--- src/rtl/pc_seq_pkg.sv ---
// Shared definitions for the next-PC sequencer: FSM encoding, exception
// cause codes, default boot/handler addresses and a target alignment helper.
package pc_seq_pkg;

   localparam logic [1:0] ST_BOOT = 2'd0;
   localparam logic [1:0] ST_RUN  = 2'd1;
   localparam logic [1:0] ST_HALT = 2'd2;

   localparam logic [4:0] EXC_ADEL = 5'd4;
   localparam logic [4:0] EXC_SYS  = 5'd8;
   localparam logic [4:0] EXC_OV   = 5'd12;

   localparam logic [31:0] DEF_RESET_PC   = 32'h0040_0000;
   localparam logic [31:0] DEF_EXC_VECTOR = 32'h0040_0004;

   // Instruction fetches must be word aligned; anything else raises AdEL.
   function automatic logic misaligned(input logic [31:0] addr);
      return addr[1:0] != 2'b00;
   endfunction

endpackage

--- src/rtl/pc_exc_regs.sv ---
// EPC / cause / EXL register bank. Capture saves the faulting PC only on
// first entry so a nested exception keeps the original return address.
module pc_exc_regs
   import pc_seq_pkg::*;
(
   input  logic        clk,
   input  logic        rst_n,
   input  logic        capture_i,
   input  logic [4:0]  code_i,
   input  logic [31:0] pc_i,
   input  logic        clear_i,
   output logic [31:0] epc_o,
   output logic [4:0]  cause_o,
   output logic        exl_o
);

   logic [31:0] epc_q;
   logic [4:0]  cause_q;
   logic        exl_q;

   always_ff @(posedge clk or negedge rst_n) begin
      if (!rst_n) begin
         epc_q   <= '0;
         cause_q <= '0;
         exl_q   <= 1'b0;
      end else if (capture_i) begin
         cause_q <= code_i;
         if (!exl_q) begin
            epc_q <= pc_i;
            exl_q <= 1'b1;
         end
      end else if (clear_i) begin
         exl_q <= 1'b0;
      end
   end

   assign epc_o   = epc_q;
   assign cause_o = cause_q;
   assign exl_o   = exl_q;

endmodule

--- src/rtl/pc_sequencer.sv ---
// Next-PC controller: picks the PC register's next value by fixed priority,
// drives its enable and flush, and runs the BOOT/RUN/HALT control FSM.
module pc_sequencer
   import pc_seq_pkg::*;
#(
   parameter logic [31:0] RESET_PC   = DEF_RESET_PC,
   parameter logic [31:0] EXC_VECTOR = DEF_EXC_VECTOR
)(
   input  logic        clk,
   input  logic        rst_n,
   input  logic [31:0] cur_pc,
   input  logic        stall,
   input  logic        halt_req,
   input  logic        resume,
   input  logic        br_taken,
   input  logic [31:0] br_target,
   input  logic        jump,
   input  logic [31:0] jump_target,
   input  logic        jr,
   input  logic [31:0] jr_target,
   input  logic        exc_req,
   input  logic [4:0]  exc_code,
   input  logic        eret,
   output logic [31:0] pc_next,
   output logic        pc_ena,
   output logic        flush,
   output logic [31:0] epc,
   output logic [4:0]  cause,
   output logic        exl,
   output logic [1:0]  state_o
);

   logic [1:0]  state_q, state_d;
   logic        ctrlValid;
   logic [31:0] ctrlTarget;
   logic        trapHit;
   logic        excAny;
   logic        excTake;
   logic        eretTake;
   logic        redirect;
   logic [4:0]  excCode;

   // The trap only inspects the control-flow target that would actually win.
   always_comb begin
      ctrlValid  = jr | jump | br_taken;
      ctrlTarget = jr ? jr_target : (jump ? jump_target : br_target);
      trapHit    = ctrlValid && misaligned(ctrlTarget);
      excAny     = exc_req | trapHit;
      excTake    = (state_q == ST_RUN) && excAny;
      excCode    = exc_req ? exc_code : EXC_ADEL;
   end

   // Exceptions ignore stall; every other redirect waits for the stall to drop.
   always_comb begin
      pc_next  = cur_pc;
      pc_ena   = 1'b0;
      flush    = 1'b0;
      redirect = 1'b0;
      eretTake = 1'b0;
      case (state_q)
         ST_BOOT: pc_next = RESET_PC;
         ST_RUN: begin
            if (excAny) begin
               pc_next  = EXC_VECTOR;
               redirect = 1'b1;
            end else if (eret) begin
               pc_next  = epc;
               redirect = 1'b1;
            end else if (ctrlValid) begin
               pc_next  = ctrlTarget;
               redirect = 1'b1;
            end else begin
               pc_next  = cur_pc + 32'd4;
            end
            pc_ena   = excAny | ~stall;
            flush    = pc_ena & redirect;
            eretTake = eret & ~excAny & ~stall;
         end
         ST_HALT: pc_next = cur_pc;
         default: pc_next = RESET_PC;
      endcase
   end

   always_comb begin
      state_d = state_q;
      case (state_q)
         ST_BOOT: state_d = ST_RUN;
         ST_RUN:  if (halt_req && !excAny) state_d = ST_HALT;
         ST_HALT: if (resume) state_d = ST_RUN;
         default: state_d = ST_BOOT;
      endcase
   end

   always_ff @(posedge clk or negedge rst_n) begin
      if (!rst_n) begin
         state_q <= ST_BOOT;
      end else begin
         state_q <= state_d;
      end
   end

   pc_exc_regs u_exc_regs (
      .clk       (clk),
      .rst_n     (rst_n),
      .capture_i (excTake),
      .code_i    (excCode),
      .pc_i      (cur_pc),
      .clear_i   (eretTake),
      .epc_o     (epc),
      .cause_o   (cause),
      .exl_o     (exl)
   );

   assign state_o = state_q;

endmodule

--- config.mk ---
export PLATFORM = sky130hd
export DESIGN_NAME = pc_sequencer
export DESIGN_NICKNAME = d
export VERILOG_FILES = /design/src/rtl/pc_seq_pkg.sv /design/src/rtl/pc_exc_regs.sv /design/src/rtl/pc_sequencer.sv
export SDC_FILE = /design/constraint.sdc
export NUM_CORES = 1
export LEC_CHECK = 0
export CAP_MARGIN = 20
export CELL_PAD_IN_SITES_DETAIL_PLACEMENT = 1
export CELL_PAD_IN_SITES_GLOBAL_PLACEMENT = 1
export CORE_MARGIN = 4
export CORE_UTILIZATION = 24
export DETAILED_ROUTE_END_ITERATION = 10
export PLACE_DENSITY_LB_ADDON = 0.1
export SYNTH_ARGS = -nofsm -noshare
export SYNTH_HDL_FRONTEND = slang
export SYNTH_SLANG_ARGS = --single-unit
--- constraint.sdc ---
create_clock -name clk -period 2.67 [get_ports clk]
set_input_delay 0.534 -clock clk [delete_from_list [all_inputs] [get_ports clk]]
set_output_delay 0.534 -clock clk [all_outputs]
set_load 0.01 [all_outputs]
# After elaboration in Yosys (flattened, before gate mapping)
# Cells that the tools add are included.
[totals]
word_cells = 47
input_bits = 143
ff_bits = 40
[op_classes]
eq_ne = 4
mux = 19
n_reduce_logical = 9
n_addsub = 1
bitwise_logic = 10
[op_table]
columns = ["operator", "count"]
rows = [
  ["$mux W32", 5],
  ["$pmux W32 S2", 1],
  ["$add A32 B3 Y32 const B", 1],
  ["$mux W1", 9],
  ["$pmux W2 S3", 1],
  ["$mux W5", 1],
  ["$mux W2", 2],
  ["$or A1 B1 Y1", 4],
  ["$reduce_and A2 Y1", 2],
  ["$reduce_bool A2 Y1", 2],
  ["$and A1 B1 Y1", 3],
  ["$logic_and A1 B1 Y1", 3],
  ["$not A1 Y1", 3],
  ["$eq A2 B1 Y1 const B", 1],
  ["$eq A2 B2 Y1 const B", 1],
  ["$logic_not A2 Y1", 1],
  ["$ne A2 B1 Y1 const B", 1],
  ["$ne A2 B2 Y1 const B", 1],
  ["$logic_not A1 Y1", 1],
]

# Depth between registers and ports, before layout
# Gate-level depths: netlist of the first run.
[depth]
word_depth = 11
mapped_depth = 9
depth_no_buf = 6

# Cells and area by module
# Synthesis of the first run repeated with hierarchy kept, for this count alone.
[hier_totals]
hier_cells = 491
area_unflattened_um2 = 4247.8
[by_module_without_submodules]
columns = ["mod", "seq_area_each_um2", "area_per_inst_um2", "instances", "cells_each"]
rows = [
  ["pc_sequencer", 50.0, 2658.8, 1, 408],
  ["pc_exc_regs", 950.9, 1589.0, 1, 83],
]

# Worst setup path before layout of the first run
# No wires, ideal clock.
[synth_timing]
path_type = "input-to-output"
startpoint = "in cur_pc[2]"
endpoint = "out pc_next[26]"
stages = 7
setup_slack_ns = -0.075
path_buffers = 1
arrival_ns = 2.211
required_time_ns = 2.136
path_cell_list = "ha_1 nand4_2 or4_1 buf_2 o31a_1 and4_4 a221o_1"
[synth_via]
elab_chain_cells = 5
[synth_rtl]
columns = ["element", "line", "source"]
rows = [
  ["start: declaration", "pc_sequencer.sv:11", "input logic [31:0] cur_pc,"],
  ["$add A32 B3 Y32", "pc_sequencer.sv:73", "pc_next = cur_pc + 32'd4;"],
  ["$mux W32", "pc_sequencer.sv:69", "end else if (ctrlValid) begin"],
  ["$mux W32", "pc_sequencer.sv:66", "end else if (eret) begin"],
  ["$mux W32", "pc_sequencer.sv:63", "if (excAny) begin"],
  ["$pmux W32 S2", "pc_sequencer.sv:60", "case (state_q)"],
  ["end: declaration", "pc_sequencer.sv:24", "output logic [31:0] pc_next,"],
]
# Every way passes these cells.

# Worst setup path in the final report of the first run
[layout_timing]
startpoint = "in jump"
endpoint = "out pc_next[27]"
[layout_via]
elab_chain_cells = 7
elab_cells_between_ends = 11
cone_classes = "mux: 6; bitwise: 3; reduce/logical: 2"
[layout_rtl]
columns = ["element", "line", "source"]
rows = [
  ["start: declaration", "pc_sequencer.sv:17", "input logic jump,"],
  ["$mux W32 (2 in a row)", "pc_sequencer.sv:46", "ctrlTarget = jr ? jr_target : (jump ? jump_target : br_target);"],
  ["$reduce_bool A2 Y1", "pc_seq_pkg.sv:18", "return addr[1:0] != 2'b00;"],
  ["$logic_and A1 B1 Y1", "pc_sequencer.sv:47", "trapHit = ctrlValid && misaligned(ctrlTarget);"],
  ["$or A1 B1 Y1", "pc_sequencer.sv:48", "excAny = exc_req | trapHit;"],
  ["$mux W32 (*)", "pc_sequencer.sv:63", ""],
  ["$pmux W32 S2 (*)", "pc_sequencer.sv:60", ""],
]
# Mark *: on every way between the ends. The rest lies on a longest branch, timed or not.

==> results of run 1 <==
==> synthesized netlist by cell type, drive strengths merged, types with 6 or more instances <==
cell     n  area (um^2)
buf     13         61.3
nand3   22          110
o21ai   67          335
dfrtp   40         1000
mux2    23          259
nand4   18          134
inv     23         86.3
clkbuf  29          109
mux2i    6         60.1
nand2   39          146
o22ai   22          138
a31oi    9         62.6
a21oi   37          185
nor3     8         40.0
a22o     7         61.3
o211ai  11         82.6
nand2b  17          106
nor2    11         41.3
and3    10         62.6
==> where the power goes <==
part	total (mW)	switching [mW]	internal, mW
registers	1.14	0.236	0.903
logic	2.85	1.27	1.58
clock network	0.763	0.317	0.446
total	4.76	1.83	2.93
==> path summary, 6_finish.rpt <==
kind | from | to | slack (ps) | depth (start not counted)
worst max-delay path | jump | pc_next[27] | -200 | 12
worst min-delay path | rst_n | u_exc_regs.epc_o[8]$_DFFE_PN0P_ | 230 | 1
worst max register to register | state_o[0]$_DFFE_PN0P_ | u_exc_regs.epc_o[31]$_DFFE_PN0P_ | 710 | 7
worst min register to register | u_exc_regs.cause_o[4]$_DFFE_PN0P_ | u_exc_regs.cause_o[4]$_DFFE_PN0P_ | 490 | 1
max in group asynchronous | rst_n | u_exc_regs.epc_o[25]$_DFFE_PN0P_ | 1870 | 2
min in group clk | u_exc_regs.cause_o[4]$_DFFE_PN0P_ | u_exc_regs.cause_o[4]$_DFFE_PN0P_ | 490 | 1
==> per-layer routing <==
layer	up-vias	GRT usage
li1	2673	-
met1	2898	0.324
met2	198	0.427
met3	47	0.0451
met4	0	0.0924
met5	-	0
==> per-stage QoR <==
stage | hold slack, ps | cells
after floorplan | 238 | 504
after global placement | 474 | 1030
after detailed placement | 479 | 1030
after CTS | 248 | 1070
after global routing | 267 | 1084
final | 231 | 1084
==> cell type report <==
type	count	area [um^2]	area share
Timing Repair Buffer	398	3630	0.443
Multi-Input combinational cell	399	3030	0.369
Sequential cell	40	1000	0.122
Tap cell	216	270	0.0330
Clock buffer	5	125	0.0153
Inverter	23	92.6	0.0113
Clock inverter	3	46.3	0.00565
==> sequential cells by signal, indices dropped and copies added (netlist names) <==
register,cells
u_exc_regs.cause_o,5
u_exc_regs.exl_o,1
state_o,2
u_exc_regs.epc_o,32
==> what timing repair did <==
item,4_1_cts,5_1_grt
gates cloned,6,0
setup endpoints to repair,34,34
gates resized for setup,312,63
hold endpoints to repair,0,0
buffers inserted,27,14
pin swaps,44,33
==> kinds of logic after synthesis <==
logic type,count (synthesis),share of synthesized area
compound gates,209,0.353
simple gates,153,0.217
buf+inv,65,0.0661
flops,40,0.258
mux,29,0.0823
fa+ha+maj,5,0.0161
xor+xnor,3,0.00678
==> run metrics, run 1 <==
drt first-iter violations 297; kind of path behind the tightest hold check input port to asynchronous set/reset pin; number of endpoints failing setup at the final stage 28; pin count of the biggest net entering global routing 22; wire length of the first global-routing pass 36.2 mm; vias after detailed routing 5816; ports placed on the boundary 217; TritonCTS clock tree done; share of post-route cells with drive strength above 1 0.389; Metal-1 WL 10.4 mm; kind of cell adding the most delay to the critical path buffers and inverters; DP Worst Slack -1120 ps; Overall Power 4.76 mW; Clock Root Buffer sky130_fd_sc_hd__clkbuf_16; detailed-routed wire length on met2 11.7 mm; arrival time worst endpoint 2330 ps; uppermost layer routed met4; total count of hold-check failures in the final report 0; Final Util 0.516; combined area of all synthesized cells 3880 um^2; setup TNS after final layout -2330 ps; Synth warnings 0; Via-to-Cell Ratio 5.37; dominant synthesized flop cell sky130_fd_sc_hd__dfrtp_1; Max FO, Critical Path 5; later-pin clock latency in the skew report 300 ps; violated checks negative setup slack; final net count 1015; CP cell instances buf_8 -> buf_6 -> nand3b_1 -> a31oi_4 -> nor4_4 -> buf_6 -> buf_12 -> buf_12 -> buf_16 -> a41o_1 -> a22o_1 -> buf_2; total leakage power 3.47 nW; Row Count 46; finished layout cell area 8200 um^2; overall track demand over capacity in global routing 0.253; sort of element at the end of the critical path output port; layout filler cell count 1874; CTS H-tree depth 2; Die Width 135 um; Pre-Repair DR Iteration Count 5; count of inserted antenna diode cells 0; kind of start point of the critical path input port; Clock Tree Buf Depth 2; estimated wirelength of the detail-placed design 17.5 mm; setup repair after global routing missed its margin yes; Port-buffer cells 216; detailed-routed wire length on met3 1.18 mm; number of buffers inserted during clock tree synthesis 5; Syn Inst Count 504; leading cell types in the layout, fill and taps excluded 147 x sky130_fd_sc_hd__buf_4, 145 x sky130_fd_sc_hd__clkdlybuf4s50_1, 48 x sky130_fd_sc_hd__o21ai_0, 40 x sky130_fd_sc_hd__dfrtp_1; Required @ worst endpoint 2140 ps; clock transition at the register clock pins on the worst setup and hold paths after CTS 70 ps; worst relative slew slack 0.585; chip height 135 um; slowest cell on the critical path sky130_fd_sc_hd__a31oi_4; post-synthesis average cell area 7.69 um^2; total length of routed wires 23.9 mm; worst-case clock skew 5.39 ps; die area 18300 um^2; gpl congestion 0.857; dpl cell area 7220 um^2; max cap viols 0; transition at the pin with the smallest max-transition slack 622 ps; Netlist cell types 60; number of nets with antenna violations after routing 0; vias in the first global route 6337; final period demand of the worst path 2870 ps; Post-synth EDFFs 0; category of the critical setup timing path input port to output port; floorplan core area 15900 um^2; register bit count reported by yosys 40; maximum single-stage delay on the critical path 270 ps; Residual DRC 0; number of buffer and inverter stages on the critical path 7; clock sinks 40; smallest setup slack after layout -197 ps; maximum resistive drop on vdd 0.000365 V; effective utilization at floorplan 0.244; Overflow after GRT 0; per-cell routed wire length 22.1 um; Slew Viols, Final 0; most common library cell in the layout ignoring fill and taps sky130_fd_sc_hd__buf_4; number of antenna violations at the first check in global routing 0; Mapped Nets 652; fraction of synthesis flops using an asynchronous set or reset pin 1.00; f_max 349 MHz; part of the Yosys area used for sequential elements 0.258; number of hold buffers added after cts 0; status finished, violations left; area delta synth->final 111%; share of the clock period used by the worst path after layout 1.07; Cell Pwr Density 580 nW/um^2
Note: power is estimated with default switching activity, not from simulation.
==> inputs of run 2 (changes only) <==
--- a/config.mk
+++ b/config.mk
@@ -6,12 +6,10 @@
 export NUM_CORES = 1
 export LEC_CHECK = 0
 export CAP_MARGIN = 20
-export CELL_PAD_IN_SITES_DETAIL_PLACEMENT = 1
-export CELL_PAD_IN_SITES_GLOBAL_PLACEMENT = 1
 export CORE_MARGIN = 4
-export CORE_UTILIZATION = 24
+export CORE_UTILIZATION = 36
 export DETAILED_ROUTE_END_ITERATION = 10
-export PLACE_DENSITY_LB_ADDON = 0.1
+export PLACE_DENSITY = 0.79
 export SYNTH_ARGS = -nofsm -noshare
 export SYNTH_HDL_FRONTEND = slang
 export SYNTH_SLANG_ARGS = --single-unit
==> run metrics, run 2 (synthesis gave the netlist of run 1 again) <==
met1 demand-to-capacity share in global routing 0.381 (was 0.324); global route hottest layer met2 (unchanged); CP cell instances dlygate4sd2_1 -> nand2_2 -> a31oi_4 -> nor4_4 -> buf_4 -> buf_12 -> buf_8 -> nand2_2 -> o211ai_1 -> buf_2 (was buf_8 -> buf_6 -> nand3b_1 -> a31oi_4 -> nor4_4 -> buf_6 -> buf_12 -> buf_12 -> buf_16 -> a41o_1 -> a22o_1 -> buf_2); kind of start point of the critical path input port (unchanged); share of post-route cells with drive strength above 1 0.350 (was 0.389); later-pin clock latency in the skew report 300 ps (about the same); category of the critical setup timing path input port to output port (unchanged); clock sinks 40 (unchanged); Die Width 112 um (was 135 um); share of total power consumed by net switching 0.393 (was 0.384); start of the worst register-to-register path state_o[1]$_DFFE_PN0P_ (was state_o[0]$_DFFE_PN0P_); Required @ worst endpoint 2140 ps (about the same); met3 routing resource usage after global routing 0.0690 (was 0.0451); total length of routed wires 20.6 mm (was 23.9 mm); count of inserted antenna diode cells 0 (unchanged); maximum resistive drop on vdd 0.000350 V (was 0.000365 V); Residual DRC 0 (unchanged); TritonCTS clock tree done (unchanged); placed instance count 936 (was 1030); die area 12500 um^2 (was 18300 um^2); met2 layer usage reported by global route 0.543 (was 0.427); per-cell routed wire length 21.3 um (was 22.1 um); Cell Pwr Density 565 nW/um^2 (was 580 nW/um^2); number of buffers inserted during clock tree synthesis 5 (unchanged); transition at the pin with the smallest max-transition slack 998 ps (was 622 ps); sort of element at the end of the critical path output port (unchanged); Finished Layout Cells 971 (was 1084); Overflow after GRT 0 (unchanged); clock transition at the register clock pins on the worst setup and hold paths after CTS 90 ps (was 70 ps); overall track demand over capacity in global routing 0.314 (was 0.253); worst relative slew slack 0.335 (was 0.585); Port-buffer cells 216 (unchanged); final period demand of the worst path 2770 ps (was 2870 ps); estimated wirelength of the detail-placed design 15.1 mm (was 17.5 mm); worst-case clock skew 8.57 ps (was 5.39 ps); vias in the first global route 5980 (was 6337); Via-to-Cell Ratio 6.03 (was 5.37); floorplan core area 10400 um^2 (was 15900 um^2); arrival time worst endpoint 2230 ps (was 2330 ps); Crit Reg-Reg Endpoint u_exc_regs.epc_o[4]$_DFFE_PN0P_ (was u_exc_regs.epc_o[31]$_DFFE_PN0P_); number of flip-flops under the largest register name 32 (unchanged); maximum single-stage delay on the critical path 320 ps (was 270 ps); effective utilization at floorplan 0.372 (was 0.244); final net count 982 (was 1015); vias after detailed routing 5858 (was 5816); max cap viols 0 (unchanged); most used cell along the critical path sky130_fd_sc_hd__nand2_2; violated checks negative setup slack (unchanged); Slew Viols, Final 0 (unchanged); CTS H-tree depth 2 (unchanged); gpl congestion 0.924 (was 0.857); Clock Tree Buf Depth 2 (unchanged); kind of path behind the tightest hold check input port to asynchronous set/reset pin (unchanged); wire length of the first global-routing pass 31.8 mm (was 36.2 mm); kind of cell adding the most delay to the critical path buffers and inverters (unchanged); f_max 361 MHz (was 349 MHz); Max FO, Critical Path 6 (was 5); switching component of the power 1.69 mW (was 1.83 mW); clock network fraction of design power 0.104 (was 0.160); setup repair after global routing missed its margin yes (unchanged); number of hold buffers added after cts 0 (unchanged); number of nets with antenna violations after routing 0 (unchanged); area delta synth->final 96.3% (was 111%); Final Util 0.731 (was 0.516); power share of the combinational group 0.626 (was 0.600); status finished, violations left (unchanged); share of the clock period used by the worst path after layout 1.04 (was 1.07); slowest cell on the critical path sky130_fd_sc_hd__nor4_4 (was sky130_fd_sc_hd__a31oi_4); most common library cell in the layout ignoring fill and taps sky130_fd_sc_hd__clkdlybuf4s50_1 (was sky130_fd_sc_hd__buf_4); Reg power frac 0.270 (was 0.239); setup slack, reg-to-reg 780 ps (was 710 ps); number of antenna violations at the first check in global routing 0 (unchanged); Overall Power 4.30 mW (was 4.76 mW); total count of hold-check failures in the final report 0 (unchanged); total leakage power 3.28 nW (was 3.47 nW); drt first-iter violations 567 (was 297); Pre-Repair DR Iteration Count 6 (was 5); number of endpoints failing setup at the final stage 12 (was 28); leading cell types in the layout, fill and taps excluded 142 x sky130_fd_sc_hd__clkdlybuf4s50_1, 127 x sky130_fd_sc_hd__buf_4, 53 x sky130_fd_sc_hd__o21ai_0, 40 x sky130_fd_sc_hd__dfrtp_1 (was 147 x sky130_fd_sc_hd__buf_4, 145 x sky130_fd_sc_hd__clkdlybuf4s50_1, 48 x sky130_fd_sc_hd__o21ai_0, 40 x sky130_fd_sc_hd__dfrtp_1); ports placed on the boundary 217 (unchanged); number of buffer and inverter stages on the critical path 5 (was 7); smallest setup slack after layout -98.7 ps (was -197 ps); pin count of the biggest net entering global routing 41 (was 22); chip height 112 um (was 135 um); reg2reg path depth 8 (was 7); Internal Pwr Total 2.61 mW (was 2.93 mW); Row Count 37 (was 46); Clock Root Buffer sky130_fd_sc_hd__clkbuf_8 (was sky130_fd_sc_hd__clkbuf_16)
==> run 2: cell count changes in the layout (fill, tap and decap cells not counted), moves of 5 or more <==
| cell | change |
|---|---|
| sky130_fd_sc_hd__buf_4 | -20 |
| sky130_fd_sc_hd__buf_2 | -9 |
| sky130_fd_sc_hd__dlygate4sd2_1 | +9 |
| sky130_fd_sc_hd__clkbuf_8 | +6 |
| sky130_fd_sc_hd__clkbuf_16 | -5 |
| sky130_fd_sc_hd__o21ai_0 | +5 |
==> run 2: timing repair <==
item,4_1_cts,5_1_grt
pin swaps,32,29
gates resized for setup,271,69
endpoints found under the hold margin,0,0
buffers inserted,17,7
cloned,4,0
endpoints found under the setup margin,34,33
==> run 2: how the worst max path moves through the flow <==
stage / start / endpoint / slack, ps / cells past startpoint
CTS: cur_pc[9] / pc_next[26] / -80 / 7
finish: jump_target[1] / pc_next[16] / -100 / 10
global placement: jump / pc_next[15] / -1100 / 9
floorplan: cur_pc[13] / pc_next[26] / -20 / 7
global route: state_o[0]$_DFFE_PN0P_ / pc_next[31] / -170 / 10
detailed placement: cur_pc[2] / pc_next[26] / -1070 / 8
==> run 2: worst register-to-register path: cells and delay by family (launching register included) <==
family	cells	cell delay, ps
compound gates	1	100
fa+ha+maj	1	160
buf+inv	4	580
flops	1	380
mux	1	360
simple gates	1	190
==> run 2: area by class of cell <==
type                            count  area, um^2
Fill cell                         807        2810
Inverter                           23        88.8
Tap cell                          136         170
Sequential cell                    40        1000
Clock buffer                        8        90.1
Multi-Input combinational cell    399        2950
Timing Repair Buffer              365        3310
==> run 2: through the flow <==
step                cell area [um^2]  setup TNS [ps]  setup slack [ps]  hold slack (ps)
finish                          7610            -595             -98.7              397
global route                    7610           -1990              -169              455
CTS                             7470            -540             -78.1              430
detailed placement              7060          -28270             -1070              484
global placement                7060          -26690             -1100              475
floorplan                       3900           -15.3             -15.3              238
==> run 2: metal layers <==
metal / share of wire / vias up / wire length (um)
li1: - / 2610 / -
met1: 0.39 / 2797 / 7960
met2: 0.49 / 384 / 10200
met3: 0.089 / 67 / 1840
met4: 0.033 / 0 / 685
met5: 0 / - / 0
==> run 2: power groups by stage <==
| stage | clock network (mW) | registers [mW] | logic, mW |
|---|---|---|---|
| finish | 0.449 | 1.16 | 2.69 |
| global route | 0.471 | 1.20 | 2.85 |
| CTS | 0.448 | 1.15 | 2.60 |
| detailed placement | 0 | 1.16 | 2.52 |
| global placement | 0 | 1.14 | 2.46 |
| floorplan | 0 | 1.23 | 0.900 |
